===== src/rtl/mem_req_arbiter.sv =====
// ---------------------------------------------------------------------------
// mem_req_arbiter
//
// Front-end scheduler for the byte-serial memory controller. Each requester
// (instruction fetch, load, committed store) has one pending slot. The
// arbiter hands one request at a time to the controller. It then routes the
// controller's completion back to the owner as a one-cycle done pulse, with
// read data on rdata.
//
// Priority when choosing a winner: store, then load, then fetch. A pending
// fetch that has lost STARVE_LIMIT arbitrations wins the next one. A
// misbranch flush drops fetch/load traffic. A fetch/load already handed to
// the controller runs to completion, but its result is discarded.
// Committed stores are never affected by flush.
//
// Handshake semantics: every *_req, *_done, mc_valid and mc_done is a
// single-cycle pulse. A request pulse is sampled on the edge where it is
// high and rdy=1, together with its payload. A requester must not pulse
// again before its done. mc_valid opens exactly one controller transaction.
// The mc_* payload stays stable until the controller answers with mc_done.
// No further mc_valid is issued until then.
//
// Ports
//   clk, rst        clock; synchronous active-high reset
//   rdy             global enable; low freezes all state and outputs
//   flush           misbranch: cancel fetch/load traffic
//   if_req/if_addr  fetch request (always a 4-byte read)
//   ld_req/...      load request: address, size in bytes, sign-extend flag
//   st_req/...      committed store: address, size in bytes, LSB-aligned data
//   if_done, ld_done, st_done   completion pulses to the owner
//   rdata           read result, valid with if_done/ld_done
//   mc_valid/mc_*   transaction start and payload to the controller
//   mc_done/mc_rdata controller completion and read data
// ---------------------------------------------------------------------------
module mem_req_arbiter #(
    parameter int ADDR_W       = 32,
    parameter int DATA_W       = 32,
    parameter int STARVE_LIMIT = 4
) (
    input  logic              clk,
    input  logic              rst,
    input  logic              rdy,
    input  logic              flush,
    input  logic              if_req,
    input  logic [ADDR_W-1:0] if_addr,
    output logic              if_done,
    input  logic              ld_req,
    input  logic [ADDR_W-1:0] ld_addr,
    input  logic [2:0]        ld_size,
    input  logic              ld_signed,
    output logic              ld_done,
    input  logic              st_req,
    input  logic [ADDR_W-1:0] st_addr,
    input  logic [2:0]        st_size,
    input  logic [DATA_W-1:0] st_data,
    output logic              st_done,
    output logic [DATA_W-1:0] rdata,
    output logic              mc_valid,
    output logic              mc_we,
    output logic [ADDR_W-1:0] mc_addr,
    output logic [2:0]        mc_size,
    output logic              mc_signed,
    output logic [DATA_W-1:0] mc_wdata,
    input  logic              mc_done,
    input  logic [DATA_W-1:0] mc_rdata
);

    localparam logic [1:0] S_IDLE  = 2'd0;
    localparam logic [1:0] S_GRANT = 2'd1;
    localparam logic [1:0] S_BUSY  = 2'd2;

    localparam logic [1:0] OWN_NONE = 2'd0;
    localparam logic [1:0] OWN_IF   = 2'd1;
    localparam logic [1:0] OWN_LD   = 2'd2;
    localparam logic [1:0] OWN_ST   = 2'd3;

    localparam int               CNT_W   = $clog2(STARVE_LIMIT + 1);
    localparam logic [CNT_W-1:0] LIMIT_C = CNT_W'(STARVE_LIMIT);

    logic [1:0]        state;
    logic [1:0]        owner;
    logic              drop;
    logic [CNT_W-1:0]  starve_cnt;

    logic              pend_if;
    logic [ADDR_W-1:0] if_addr_q;
    logic              pend_ld;
    logic [ADDR_W-1:0] ld_addr_q;
    logic [2:0]        ld_size_q;
    logic              ld_signed_q;
    logic              pend_st;
    logic [ADDR_W-1:0] st_addr_q;
    logic [2:0]        st_size_q;
    logic [DATA_W-1:0] st_data_q;

    logic              if_live;
    logic              ld_live;
    logic              starved;
    logic              spec_owner;
    logic              kill;
    logic [1:0]        sel;

    // A flush on the selection edge already cancels pending fetch/load, so
    // those slots must not take part in that edge's arbitration.
    assign if_live    = pend_if & ~flush;
    assign ld_live    = pend_ld & ~flush;
    assign starved    = if_live && (starve_cnt == LIMIT_C);
    assign spec_owner = (owner == OWN_IF) || (owner == OWN_LD);
    // Result is thrown away when the owner was flushed earlier or is being
    // flushed on the very edge that consumes mc_done.
    assign kill       = drop | (flush & spec_owner);

    always_comb begin
        sel = OWN_NONE;
        if (starved)      sel = OWN_IF;
        else if (pend_st) sel = OWN_ST;
        else if (ld_live) sel = OWN_LD;
        else if (if_live) sel = OWN_IF;
    end

    always_ff @(posedge clk) begin
        if (rst) begin
            state       <= S_IDLE;
            owner       <= OWN_NONE;
            drop        <= 1'b0;
            starve_cnt  <= '0;
            pend_if     <= 1'b0;
            if_addr_q   <= '0;
            pend_ld     <= 1'b0;
            ld_addr_q   <= '0;
            ld_size_q   <= '0;
            ld_signed_q <= 1'b0;
            pend_st     <= 1'b0;
            st_addr_q   <= '0;
            st_size_q   <= '0;
            st_data_q   <= '0;
            if_done     <= 1'b0;
            ld_done     <= 1'b0;
            st_done     <= 1'b0;
            rdata       <= '0;
            mc_valid    <= 1'b0;
            mc_we       <= 1'b0;
            mc_addr     <= '0;
            mc_size     <= '0;
            mc_signed   <= 1'b0;
            mc_wdata    <= '0;
        end else if (rdy) begin
            if_done  <= 1'b0;
            ld_done  <= 1'b0;
            st_done  <= 1'b0;
            mc_valid <= 1'b0;

            // Starvation bookkeeping: count grants lost by a waiting fetch.
            if (flush) begin
                starve_cnt <= '0;
            end else if (state == S_IDLE && sel != OWN_NONE) begin
                if (sel == OWN_IF)
                    starve_cnt <= '0;
                else if (pend_if && starve_cnt != LIMIT_C)
                    starve_cnt <= starve_cnt + CNT_W'(1);
            end

            case (state)
                S_IDLE: begin
                    drop <= 1'b0;
                    if (sel != OWN_NONE) begin
                        owner    <= sel;
                        state    <= S_GRANT;
                        mc_valid <= 1'b1;
                        case (sel)
                            OWN_IF: begin
                                pend_if   <= 1'b0;
                                mc_we     <= 1'b0;
                                mc_addr   <= if_addr_q;
                                mc_size   <= 3'd4;
                                mc_signed <= 1'b0;
                                mc_wdata  <= '0;
                            end
                            OWN_LD: begin
                                pend_ld   <= 1'b0;
                                mc_we     <= 1'b0;
                                mc_addr   <= ld_addr_q;
                                mc_size   <= ld_size_q;
                                mc_signed <= ld_signed_q;
                                mc_wdata  <= '0;
                            end
                            default: begin
                                pend_st   <= 1'b0;
                                mc_we     <= 1'b1;
                                mc_addr   <= st_addr_q;
                                mc_size   <= st_size_q;
                                mc_signed <= 1'b0;
                                mc_wdata  <= st_data_q;
                            end
                        endcase
                    end
                end
                S_GRANT: begin
                    state <= S_BUSY;
                    if (flush && spec_owner) drop <= 1'b1;
                end
                S_BUSY: begin
                    if (flush && spec_owner) drop <= 1'b1;
                    if (mc_done) begin
                        state <= S_IDLE;
                        owner <= OWN_NONE;
                        drop  <= 1'b0;
                        if (!kill) begin
                            case (owner)
                                OWN_IF: begin
                                    if_done <= 1'b1;
                                    rdata   <= mc_rdata;
                                end
                                OWN_LD: begin
                                    ld_done <= 1'b1;
                                    rdata   <= mc_rdata;
                                end
                                OWN_ST:  st_done <= 1'b1;
                                default: ;
                            endcase
                        end
                    end
                end
                default: state <= S_IDLE;
            endcase

            // Capture new requests after the grant logic so a capture is never
            // lost to a slot clear. Flush discards same-edge fetch/load pulses
            // and empties their slots; stores are always kept.
            if (flush) begin
                pend_if <= 1'b0;
                pend_ld <= 1'b0;
            end else begin
                if (if_req) begin
                    pend_if   <= 1'b1;
                    if_addr_q <= if_addr;
                end
                if (ld_req) begin
                    pend_ld     <= 1'b1;
                    ld_addr_q   <= ld_addr;
                    ld_size_q   <= ld_size;
                    ld_signed_q <= ld_signed;
                end
            end
            if (st_req) begin
                pend_st   <= 1'b1;
                st_addr_q <= st_addr;
                st_size_q <= st_size;
                st_data_q <= st_data;
            end
        end
    end

endmodule

===== config.mk =====
export PLATFORM = sky130hd
export DESIGN_NAME = mem_req_arbiter
export DESIGN_NICKNAME = d
export VERILOG_FILES = /design/src/rtl/mem_req_arbiter.sv
export SDC_FILE = /design/constraint.sdc
export NUM_CORES = 1
export LEC_CHECK = 0
export CORE_ASPECT_RATIO = 1.5
export CORE_UTILIZATION = 35
export CTS_CLUSTER_DIAMETER = 40
export DETAILED_ROUTE_END_ITERATION = 10
export PLACE_DENSITY = 0.7
export SLEW_MARGIN = 5
export SYNTH_ARGS = -nofsm -noshare
export SYNTH_HDL_FRONTEND = slang
export SYNTH_SLANG_ARGS = --single-unit

===== constraint.sdc =====
create_clock -name clk -period 3.7 [get_ports clk]
set_clock_uncertainty 0.15 [all_clocks]
set_input_delay 0.74 -clock clk [delete_from_list [all_inputs] [get_ports clk]]
set_output_delay 0.74 -clock clk [all_outputs]
set_load 0.1 [all_outputs]

; ---- Word level (Yosys, flattened, before mapping)
; Index checks and enable logic that the tools add are counted.
[classes]
add_sub_neg = 1
n_eq_ne = 12
mux = 49
n_bitwise = 6
n_reduce_logical = 33
[ops]
columns = cell, n
row1 = case mux 32 bit (2 select lines), 1
row2 = 2-to-1 mux 1 bit, 33
row3 = 2-to-1 mux 32 bit, 1
row4 = nonzero test 3 bit, 8
row5 = AND reduction 4 bit, 4
row6 = AND reduction 3 bit, 5
row7 = 2-to-1 mux 2 bit, 6
row8 = 2-to-1 mux 3 bit, 4
row9 = nonzero test 2 bit, 5
row10 = equality test 2 bit (second input constant), 4
row11 = equality test 2 x 1 -> 1 bit (second input constant), 3
row12 = case mux 2 bit (3 select lines), 1
row13 = case mux 3 bit (2 select lines), 1
row14 = AND reduction 5 bit, 1
row15 = logical AND 1 bit, 4
row16 = != test 2 x 1 -> 1 bit (second input constant), 2
row17 = case mux 2 bit (2 select lines), 1
row18 = AND reduction 2 bit, 2
row19 = OR reduction 2 bit, 2
row20 = adder 3 x 1 -> 3 bit (second input constant), 1
row21 = bitwise AND 1 bit, 3
row22 = equality test 3 bit (second input constant), 1
row23 = != test 3 bit (second input constant), 1
row24 = case mux 1 bit (3 select lines), 1
row25 = 5 further kinds, 6
[totals]
reg_bits = 251
out_inout_bits = 105
word_cells = 125

; ---- Longest topological paths before layout
; Gate-level depths: netlist of the first run.
[depth]
word_depth = 12
mapped_depth = 11
depth_no_buf = 9

; ---- Worst setup path before layout of the first run
; OpenSTA, ideal clock, no wires.
[synth_timing]
kind = input to register
from = in flush
to = reg mc_addr[10]
t_arrival_ns = 2.376
required_ns = 3.480
path_slack_ns = 1.103
cell_stages = 9
path_buffers = 4
path_cell_list = buf_2 inv_1 a31oi_1 ha_1 clkbuf_1 buf_2 clkbuf_1 a211o_1 a21oi_1
[synth_between]
elab_chain_len = 8
[synth_rtl]
columns = element, line
row1 = from (decl), 43  ; input logic flush,
row2 = NOT 1 bit (no source line) (*), -
row3 = bitwise AND 1 bit, 105  ; assign if_live = pend_if & ~flush;
row4 = 2-to-1 mux 1 bit, 118  ; else if (if_live) sel = OWN_IF;
row5 = 2-to-1 mux 2 bit, 117  ; else if (ld_live) sel = OWN_LD;
row6 = 2-to-1 mux 2 bit, 116  ; else if (pend_st) sel = OWN_ST;
row7 = 2-to-1 mux 2 bit (*), 115  ; if (starved) sel = OWN_IF;
row8 = equality test 2 bit (tied with other cells), 170  ; case (sel)
row9 = case mux 32 bit (2 select lines) / AND reduction 3 bit (equally long branches), -
row10 = to (signal assigned), 174  ; mc_addr <= if_addr_q;
row11 = to (signal assigned), 182  ; mc_addr <= ld_addr_q;
row12 = to (signal assigned), 190  ; mc_addr <= st_addr_q;
row13 = to (decl), 60  ; output logic [ADDR_W-1:0] mc_addr,
; Mark *: on every way between the ends. The rest lies on a longest branch, timed or not.
; A chain may end at the register's enable or synchronous reset.

; ---- Worst setup path in the final report of the first run
[layout_timing]
from = reg mc_addr[20]
to = out mc_addr[20]
; No word-level cell between the ends.

==> metrics.md, run 1 <==
| Metric | Value |
|---|---|
| Hold crit path type | `reg2reg` |
| Clk slew on worst S/H paths | `0.06 ns` |
| Top FF cell, synth | `dfxtp_1` |
| Max frequency | `334 MHz` |
| CTS Hold Buffers Added | `0` |
| DRT antenna net count | `0` |
| Largest stage delay on the critical path | `1.16 ns` |
| IO Pins | `280` |
| Part of the power in registers | `0.414` |
| Worst ir drop on vdd | `391 µV` |
| Area added between synthesis and finish | `40.8%` |
| H-tree levels | `1` |
| Post-synth EDFFs | `0` |
| First-pass GRT wire length | `47.2 mm` |
| Crit. End Element | `output port` |
| Fin crit share | `0.809` |
| Sequential share of the synthesized area | `0.505` |
| Pins Over Slew Limit | `0` |
| Combinational share of power | `0.148` |
| P_sw | `1.96 mW` |
| Final Wtd Congestion | `0.799` |
| Pwr dens | `491 nW/µm²` |
| Post-synthesis instance total | `1234` |
| Iteration-0 DRC Markers | `519` |
| FF+latch count, synth | `251` |
| Lkg Pwr | `4.82 nW` |
| Distinct cells, synth | `38` |
| Max_cap viols | `0` |
| Tmin final | `2.99 ns` |
| Switching share of power | `0.284` |
| Post_cts resized | `0` |
| Skew-Pair Late Insertion Delay | `0.56 ns` |
| Die height | `209 µm` |
| Post-CTS setup buffers | `0` |
| Vias | `9378` |
| Clk sinks | `251` |
| Share of cells above drive strength 1 | `0.0693` |
| Slew @ Worst Pin | `1.02 ns` |
| Overall power | `6.89 mW` |
| Critical Path, Cell by Cell | `clkdlybuf4s50_1` |
| Synthesized area | `9960 µm²` |
| Status | `finished, final reports clean` |
| Setup CP Type | `reg2out` |
| Async S/R FF share, synth | `0` |
| Drt first pass iters | `5` |
| WP buf/inv | `1` |
| GRT Overall Usage | `0.202` |
| Final TNS setup | `0 ns` |
| Clk pwr share | `0.438` |
| Mapped Avg Cell Area | `8.07 µm²` |
| WL per Instance | `16.6 µm` |
| Critical Path RT | `2.81 ns` |
| Maximum fanout along the worst path | `2` |
| Initial Util | `0.356` |
| Net total in the final layout | `1651` |
| Die area | `29100 µm²` |
| Total Wirelength | `30.4 mm` |
| CORE AREA | `28000 µm²` |
| Rel. slew slack | `0.315` |
| Remaining DRCs | `0` |
| DR vias/cell | `5.11` |
| Row count | `75` |
| RSZ-0062 raised after global routing | `no` |
| Vias in the first global route | `9059` |
| Root Buffer | `clkbuf_16` |
| Largest net degree at the start of global routing | `106` |
| Critical path's top delay family | `buffers and inverters` |
| # port buffers | `279` |
| Int Pwr | `4.93 mW` |
| Grt ovf | `0` |
| TritonCTS Buffers | `31` |
| CTS tree | `yes` |
| Die Wd | `140 µm` |
| Initial antenna violation count | `3` |
| Startpoint Class | `register` |
| Final setup vio count | `0` |
| Max clock buf depth | `3` |
| CP arrival | `2.10 ns` |
| Dpl hpwl | `19.8 mm` |
| Post-Synthesis Net Count | `1423` |
| Slowest cell on the critical path | `clkdlybuf4s50_1` |
| Ys Warns | `0` |
| Final hold viol count | `0` |
-- layout make-up --
class	count	area, µm²
sequential	251	5020
fill	2659	13900
inverter	12	45.0
antenna	2	5.00
clock buffer	37	848
multi-input combinational	863	4420
clock inverter	21	205
timing repair buffer	303	3040
tap	346	433
-- placed cells by master (no fill, tap or decap), drive strengths merged, types with 33 or more instances in the layout --
| cell type | synthesis | layout |
|---|---|---|
| a211o | 33 | 33 |
| a21oi | 243 | 243 |
| buf | 51 | 33 |
| clkbuf | 57 | 38 |
| clkdlybuf4s50 | 0 | 269 |
| dfxtp | 251 | 251 |
| nand2 | 343 | 343 |
| nand3 | 36 | 36 |
| nand3b | 38 | 38 |
| nor2 | 40 | 40 |
| o21ai | 37 | 37 |
-- final timing paths --
check | startpoint | end | slack (ns) | cells past startpoint
worst min register to register | mc_wdata[10] | mc_wdata[10] | 0.30 | 2
worst max-delay path | mc_addr[20] | mc_addr[20] | 0.71 | 1
worst max register to register | starve_cnt[0] | mc_addr[23] | 1.00 | 9
worst min-delay path | mc_wdata[10] | mc_wdata[10] | 0.30 | 2
-- power by group through the flow --
| stage | clock, mW | combinational, mW | sequential [mW] |
|---|---|---|---|
| finish | 3.02 | 1.02 | 2.85 |
| global route | 3.19 | 1.10 | 2.86 |
| CTS | 3.08 | 1.03 | 2.85 |
| detailed placement | 0 | 1.02 | 2.91 |
| global placement | 0 | 1.01 | 2.91 |
| floorplan | 0 | 0.406 | 3.11 |
-- sequential cells by signal (all words and copies together) (netlist names), 2 cells and up --
register    flops
mc_wdata       32
state           2
mc_size         3
mc_addr        32
owner           2
rdata          32
st_data_q      32
ld_size_q       3
if_addr_q      32
st_size_q       3
ld_addr_q      32
starve_cnt      3
st_addr_q      32
-- synth_stat cells (3+ instances only) --
library cell	n	area (µm²)
nand2_1	343	1290
dfxtp_1	251	5020
a21oi_1	243	1220
clkbuf_1	57	214
nor2_1	40	150
buf_2	36	180
nand3_1	36	180
nand3b_1	36	270
a211o_1	33	289
o21ai_0	33	165
a22oi_1	32	240
buf_4	14	105
ha_1	14	175
inv_1	12	45.0
nand4_1	6	37.5
nor2b_1	5	31.3
and3b_1	4	35.0
nand2b_1	4	25.0
o21ai_1	4	20.0
mux2i_1	3	30.0
-- cell families after synthesis --
family                   Yosys count  share of synthesized area
buffers and inverters            120                     0.0550
flip-flops                       251                      0.505
AO/OA/AOI/OAI                    361                      0.208
AND/OR/NAND/NOR                  485                      0.212
adder cells (fa/ha/maj)           14                     0.0176
multiplexers                       3                    0.00302
-- through the flow --
step / utilization / hold WS [ns] / area, µm² / instances / worst slack (ns)
after floorplan: - / 0.282 / 9960 / 1234 / 1.10
after global placement: 0.464 / 0.289 / 13000 / 1775 / 0.423
after detailed placement: 0.464 / 0.295 / 13000 / 1775 / 0.359
after CTS: 0.501 / 0.303 / 14000 / 1833 / 0.680
after global routing: 0.501 / 0.319 / 14000 / 1835 / 0.674
final: 0.501 / 0.300 / 14000 / 1835 / 0.705
-- routing by layer --
metal,wire [µm],GRT usage,vias to the layer above
met5,13,0,-
met4,1300,0.105,2
met3,1400,0.0268,71
met2,15700,0.369,288
met1,12000,0.226,4375
li1,-,-,4642
Power figures use the tool's default switching activity.
==> run 2, diff against run 1 <==
Settings changed: PLACE_DENSITY 0.7 to 0.72.
Clock period 3.7 ns to 2.5 ns, I/O delays scaled along.
==> run 2 against run 1 <==
  * Global-route usage up 0.28 points
  * Non-clock buffer count up 21
  * Via count up 2.5%
  * Utilization up 0.29 points
  * Critical endpoint is now starve_cnt[2]
  * Worst hold slack better by 0.00079 ns
==> metrics.md, run 2 (synthesis results as in run 1) <==
| Metric | Value |
|---|---|
| Non-Filler Instances | `1854` |
| Drt first pass iters | `5` |
| Overall power | `10.3 mW` |
| Commonest non-fill, non-tap cell in the layout | `nand2_1` |
| Grt ovf | `0` |
| Worst r2r dst | `starve_cnt[2]` |
| Fin crit share | `0.956` |
| Initial antenna violation count | `4` |
| Crit. End Element | `register` |
| Commonest cells after routing, fill and taps aside | `nand2_1, dfxtp_1, a21oi_1` |
| Slew @ Worst Pin | `0.564 ns` |
| Die area | `29100 µm²` |
| WL per Instance | `16.7 µm` |
| Clk sinks | `251` |
| DR vias/cell | `5.19` |
| Tmin final | `2.39 ns` |
| CORE AREA | `28000 µm²` |
| Final Wtd Congestion | `0.847` |
| Dpl hpwl | `20.8 mm` |
| First-pass GRT wire length | `48.0 mm` |
| CP arrival | `2.66 ns` |
| Critical Path RT | `2.77 ns` |
| Setup CP Type | `reg2reg` |
| Remaining DRCs | `0` |
| Final Util | `0.504` |
| CP endpoint | `starve_cnt[2]` |
| Largest net degree at the start of global routing | `78` |
| Area added between synthesis and finish | `41.6%` |
| Max frequency | `418 MHz` |
| Maximum fanout along the worst path | `16` |
| Setup crit start | `starve_cnt[0]` |
| CTS tree | `yes` |
| Clk slew on worst S/H paths | `0.06 ns` |
| IO Pins | `280` |
| Worst ir drop on vdd | `624 µV` |
| CTS Hold Buffers Added | `0` |
| Final hold viol count | `0` |
| Vias | `9613` |
| Share of cells above drive strength 1 | `0.143` |
| Final setup vio count | `0` |
| Row count | `75` |
| DRT antenna net count | `0` |
| Rel. slew slack | `0.624` |
| Startpoint Class | `register` |
| Fill count | `2667` |
| Skew-Pair Late Insertion Delay | `0.54 ns` |
| Lkg Pwr | `5.16 nW` |
| TritonCTS Buffers | `29` |
| Max clock buf depth | `3` |
| Pins Over Slew Limit | `0` |
| Initial Util | `0.356` |
| Inst Count DP | `1794` |
| R2r worst-path depth | `10` |
| Final TNS setup | `0 ns` |
| GRT Overall Usage | `0.205` |
| Net total in the final layout | `1670` |
| Max_cap viols | `0` |
| Iteration-0 DRC Markers | `422` |
| Total Wirelength | `30.9 mm` |
| Pwr dens | `729 nW/µm²` |
| Root Buffer | `clkbuf_16` |
| H-tree levels | `1` |
| Vias in the first global route | `9346` |
| RSZ-0062 raised after global routing | `no` |
| Die Wd | `140 µm` |
| R2R Path Start | `starve_cnt[0]` |
| Die height | `209 µm` |
| Hold crit path type | `reg2reg` |
| # port buffers | `279` |
| Reg2Reg Setup Slack | `0.11 ns` |
| Status | `finished, final reports clean` |
==> run 2: cell types whose count changed in the layout (fill, tap and decap cells not counted), sizes merged <==
cell / change
clkbuf: -1
bufinv: +3
diode: +3
clkinv: -5
inv: -1
clkdlybuf4s50: -96
buf: +115
clkinvlp: +1
==> run 2: power breakdown <==
group	internal [mW]	switching (mW)	leakage [nW]
Combinational	0.641	0.966	2.63
Sequential	4.14	0.0819	2.04
Clock	2.69	1.75	0.495
Total	7.47	2.80	5.16
==> run 2: critical path, stage by stage, from the launching register on <==
cell and delay [ns]:
dfxtp_1 0.36, inv_1 0.07, ha_1 0.23, a21bo_2 0.23, a31oi_2 0.23, inv_1 0.07, ha_1 0.27, buf_12 0.18
nor2_1 0.20, a221oi_1 0.13, mux2i_1 0.14
==> run 2: stage by stage <==
| step | setup slack, ns | instance area (µm²) | hold slack [ns] |
|---|---|---|---|
| 3_3_place_gp | -0.163 | 13000 | 0.289 |
| 6_report | 0.110 | 14100 | 0.301 |
| 4_1_cts | 0.0353 | 14000 | 0.302 |
| 5_1_grt | 0.00160 | 14100 | 0.321 |
| 3_5_place_dp | -0.218 | 13000 | 0.293 |
| 2_1_floorplan | 0.0859 | 9960 | 0.282 |
==> run 2: cell type report <==
| type | instances | area [µm²] | share of cell area |
|---|---|---|---|
| Antenna cell | 5 | 12.5 | 0.000887 |
| Clock buffer | 34 | 785 | 0.0556 |
| Clock inverter | 19 | 240 | 0.0170 |
| Inverter | 12 | 45.0 | 0.00319 |
| Multi-Input combinational cell | 863 | 4420 | 0.314 |
| Sequential cell | 251 | 5020 | 0.356 |
| Tap cell | 346 | 433 | 0.0307 |
| Timing Repair Buffer | 324 | 3140 | 0.223 |
==> run 2: routing by layer <==
metal  part of all wire  routed length [µm]  vias up  track usage
li1                   -                   -     4687            -
met1               0.38               11600     4528        0.218
met2               0.53               16300      310        0.377
met3              0.043                1320       88       0.0238
met4              0.052                1610        0        0.135
met5                  0                   0        -            0
==> run 2: worst min-delay path by stage <==
stage	from	slack (ns)	to	cells after the start
5_1_grt	mc_wdata[13]	0.32	mc_wdata[13]	2
3_5_place_dp	mc_wdata[13]	0.29	mc_wdata[13]	2
2_1_floorplan	st_size_q[0]	0.28	st_size_q[0]	2
6_report	mc_wdata[13]	0.30	mc_wdata[13]	2
3_3_place_gp	mc_wdata[6]	0.29	mc_wdata[6]	2
4_1_cts	mc_wdata[13]	0.30	mc_wdata[13]	2
==> run 2: what timing repair did <==
item | 4_1_cts | 5_1_grt
setup buffers | 0 | 1
resized for setup | 0 | 2
endpoints found under the setup margin | 0 | 66
endpoints found under the hold margin | 0 | 0
==> run 3, diff against run 2 <==
Settings changed: CTS_CLUSTER_SIZE set to 10.
==> run 3 against run 2 <==
  * Die area unchanged
  * Critical path depth unchanged
  * Utilization about the same
  * Total power increased by 0.41%
  * Count of clock-buffer cells in the layout increased by 9
  * Sequential power about the same
  * Sequential share of layout area about the same
  * Worst hold slack got worse by 0.0015 ns
==> metrics.md, run 3 (synthesis results as in run 1) <==
| Metric | Value |
|---|---|
| Clk slew on worst S/H paths | `0.05 ns` |
| GRT Overall Usage | `0.207` |
| Pwr dens | `732 nW/µm²` |
| WL per Instance | `16.7 µm` |
| DR vias/cell | `5.15` |
| Final setup vio count | `0` |
| Dpl hpwl | `20.8 mm` |
| Crit. End Element | `register` |
| Placed cell areas | `13000 µm²` |
| DRT antenna net count | `0` |
| Overall power | `10.3 mW` |
| H-tree levels | `2` |
| # port buffers | `279` |
| CP arrival | `2.66 ns` |
| Fin crit share | `0.958` |
| Fill count | `2675` |
| Startpoint Class | `register` |
| Slew @ Worst Pin | `0.557 ns` |
| Die area | `29100 µm²` |
| CORE AREA | `28000 µm²` |
| Area added between synthesis and finish | `41.5%` |
| Vias | `9536` |
| Initial Util | `0.356` |
| Clk sinks | `251` |
| Remaining DRCs | `0` |
| Hold crit path type | `reg2reg` |
| Total Wirelength | `30.9 mm` |
| Row count | `75` |
| Die Wd | `140 µm` |
| Worst ir drop on vdd | `422 µV` |
| Pins Over Slew Limit | `0` |
| Rel. slew slack | `0.628` |
| Max frequency | `418 MHz` |
| CTS tree | `yes` |
| Root Buffer | `clkbuf_16` |
| Drt first pass iters | `5` |
| Tmin final | `2.39 ns` |
| Skew-Pair Late Insertion Delay | `0.50 ns` |
| Die height | `209 µm` |
| Commonest cells after routing, fill and taps aside | `nand2_1, dfxtp_1, a21oi_1` |
| Vias in the first global route | `9396` |
| Critical Path RT | `2.77 ns` |
| TritonCTS Buffers | `35` |
| Final hold viol count | `0` |
| Cell area after layout | `14100 µm²` |
| Max clock buf depth | `3` |
| IO Pins | `280` |
| Setup CP Type | `reg2reg` |
| Grt ovf | `0` |
| Max_cap viols | `0` |
| Lkg Pwr | `5.16 nW` |
| CTS Hold Buffers Added | `0` |
| Commonest non-fill, non-tap cell in the layout | `nand2_1` |
| Initial antenna violation count | `5` |
| Maximum fanout along the worst path | `40` |
| First-pass GRT wire length | `48.4 mm` |
| Net total in the final layout | `1674` |
| Status | `finished, final reports clean` |
| Iteration-0 DRC Markers | `485` |
| Share of cells above drive strength 1 | `0.139` |
| Final Wtd Congestion | `0.847` |
| Largest net degree at the start of global routing | `78` |
==> run 3: changes by cell type in the layout (fill, tap and decap cells not counted), sizes merged <==
cell / before / now
bufinv: 4 / 1
clkbuf: 37 / 44
inv: 18 / 14
clkinvlp: 4 / 2
clkinv: 5 / 4
==> run 3: timing repair <==
| item | CTS | global route |
|---|---|---|
| setup buffers | 0 | 0 |
| gates resized for setup | 0 | 2 |
| endpoints found under the setup margin | 0 | 67 |
==> run 3: final timing paths <==
kind                               startpoint      endpoint  slack [ns]  depth (start not counted)
worst max-delay path            starve_cnt[0]    mc_addr[2]        0.11                         10
worst min-delay path             mc_wdata[13]  mc_wdata[13]        0.30                          2
worst max register to register  starve_cnt[0]    mc_addr[2]        0.11                         10
worst min register to register   mc_wdata[13]  mc_wdata[13]        0.30                          2
==> run 3: worst max-delay path, stage by stage (launching register included) <==
cell and delay (ns):
dfxtp_1 0.35, inv_1 0.07, ha_1 0.23, a21bo_2 0.25, a31oi_4 0.20, buf_4 0.16
ha_4 0.20, buf_12 0.22, nor2_1 0.07, a211o_1 0.27, a21oi_1 0.13
==> run 3: power breakdown <==
part | internal [mW] | leakage, nW | switching [mW]
sequential | 4.15 | 2.04 | 0.0833
combinational | 0.625 | 2.61 | 0.954
clock | 2.79 | 0.508 | 1.71
==> run 3: metrics by stage <==
step	hold WS (ns)	setup TNS (ns)	worst slack, ns	util	std cells
final	0.299	0	0.106	0.504	1851
after global routing	0.320	-0.00843	-0.00587	0.504	1851
after CTS	0.301	0	0.0298	0.503	1846
after detailed placement	0.293	-11.35	-0.218	0.466	1794
after global placement	0.289	-8.15	-0.163	0.466	1794
after floorplan	0.282	0	0.0859	-	1234
==> run 3: area by class of cell <==
cell class	count	area, µm²	share of cell area
clock inverter	9	82.6	0.00586
multi-input combinational	863	4430	0.314
inverter	12	45.0	0.00320
timing repair buffer	322	3110	0.220
antenna	5	12.5	0.000888
sequential	251	5020	0.357
tap	346	433	0.0307
clock buffer	43	958	0.0680
==> run 3: per-layer routing <==
| layer | track usage | vias up | wire length, µm |
|---|---|---|---|
| met1 | 0.222 | 4479 | 11700 |
| li1 | - | 4688 | - |
| met3 | 0.0259 | 98 | 1230 |
| met5 | 0 | - | 0 |
| met2 | 0.378 | 271 | 16200 |
| met4 | 0.137 | 0 | 1790 |
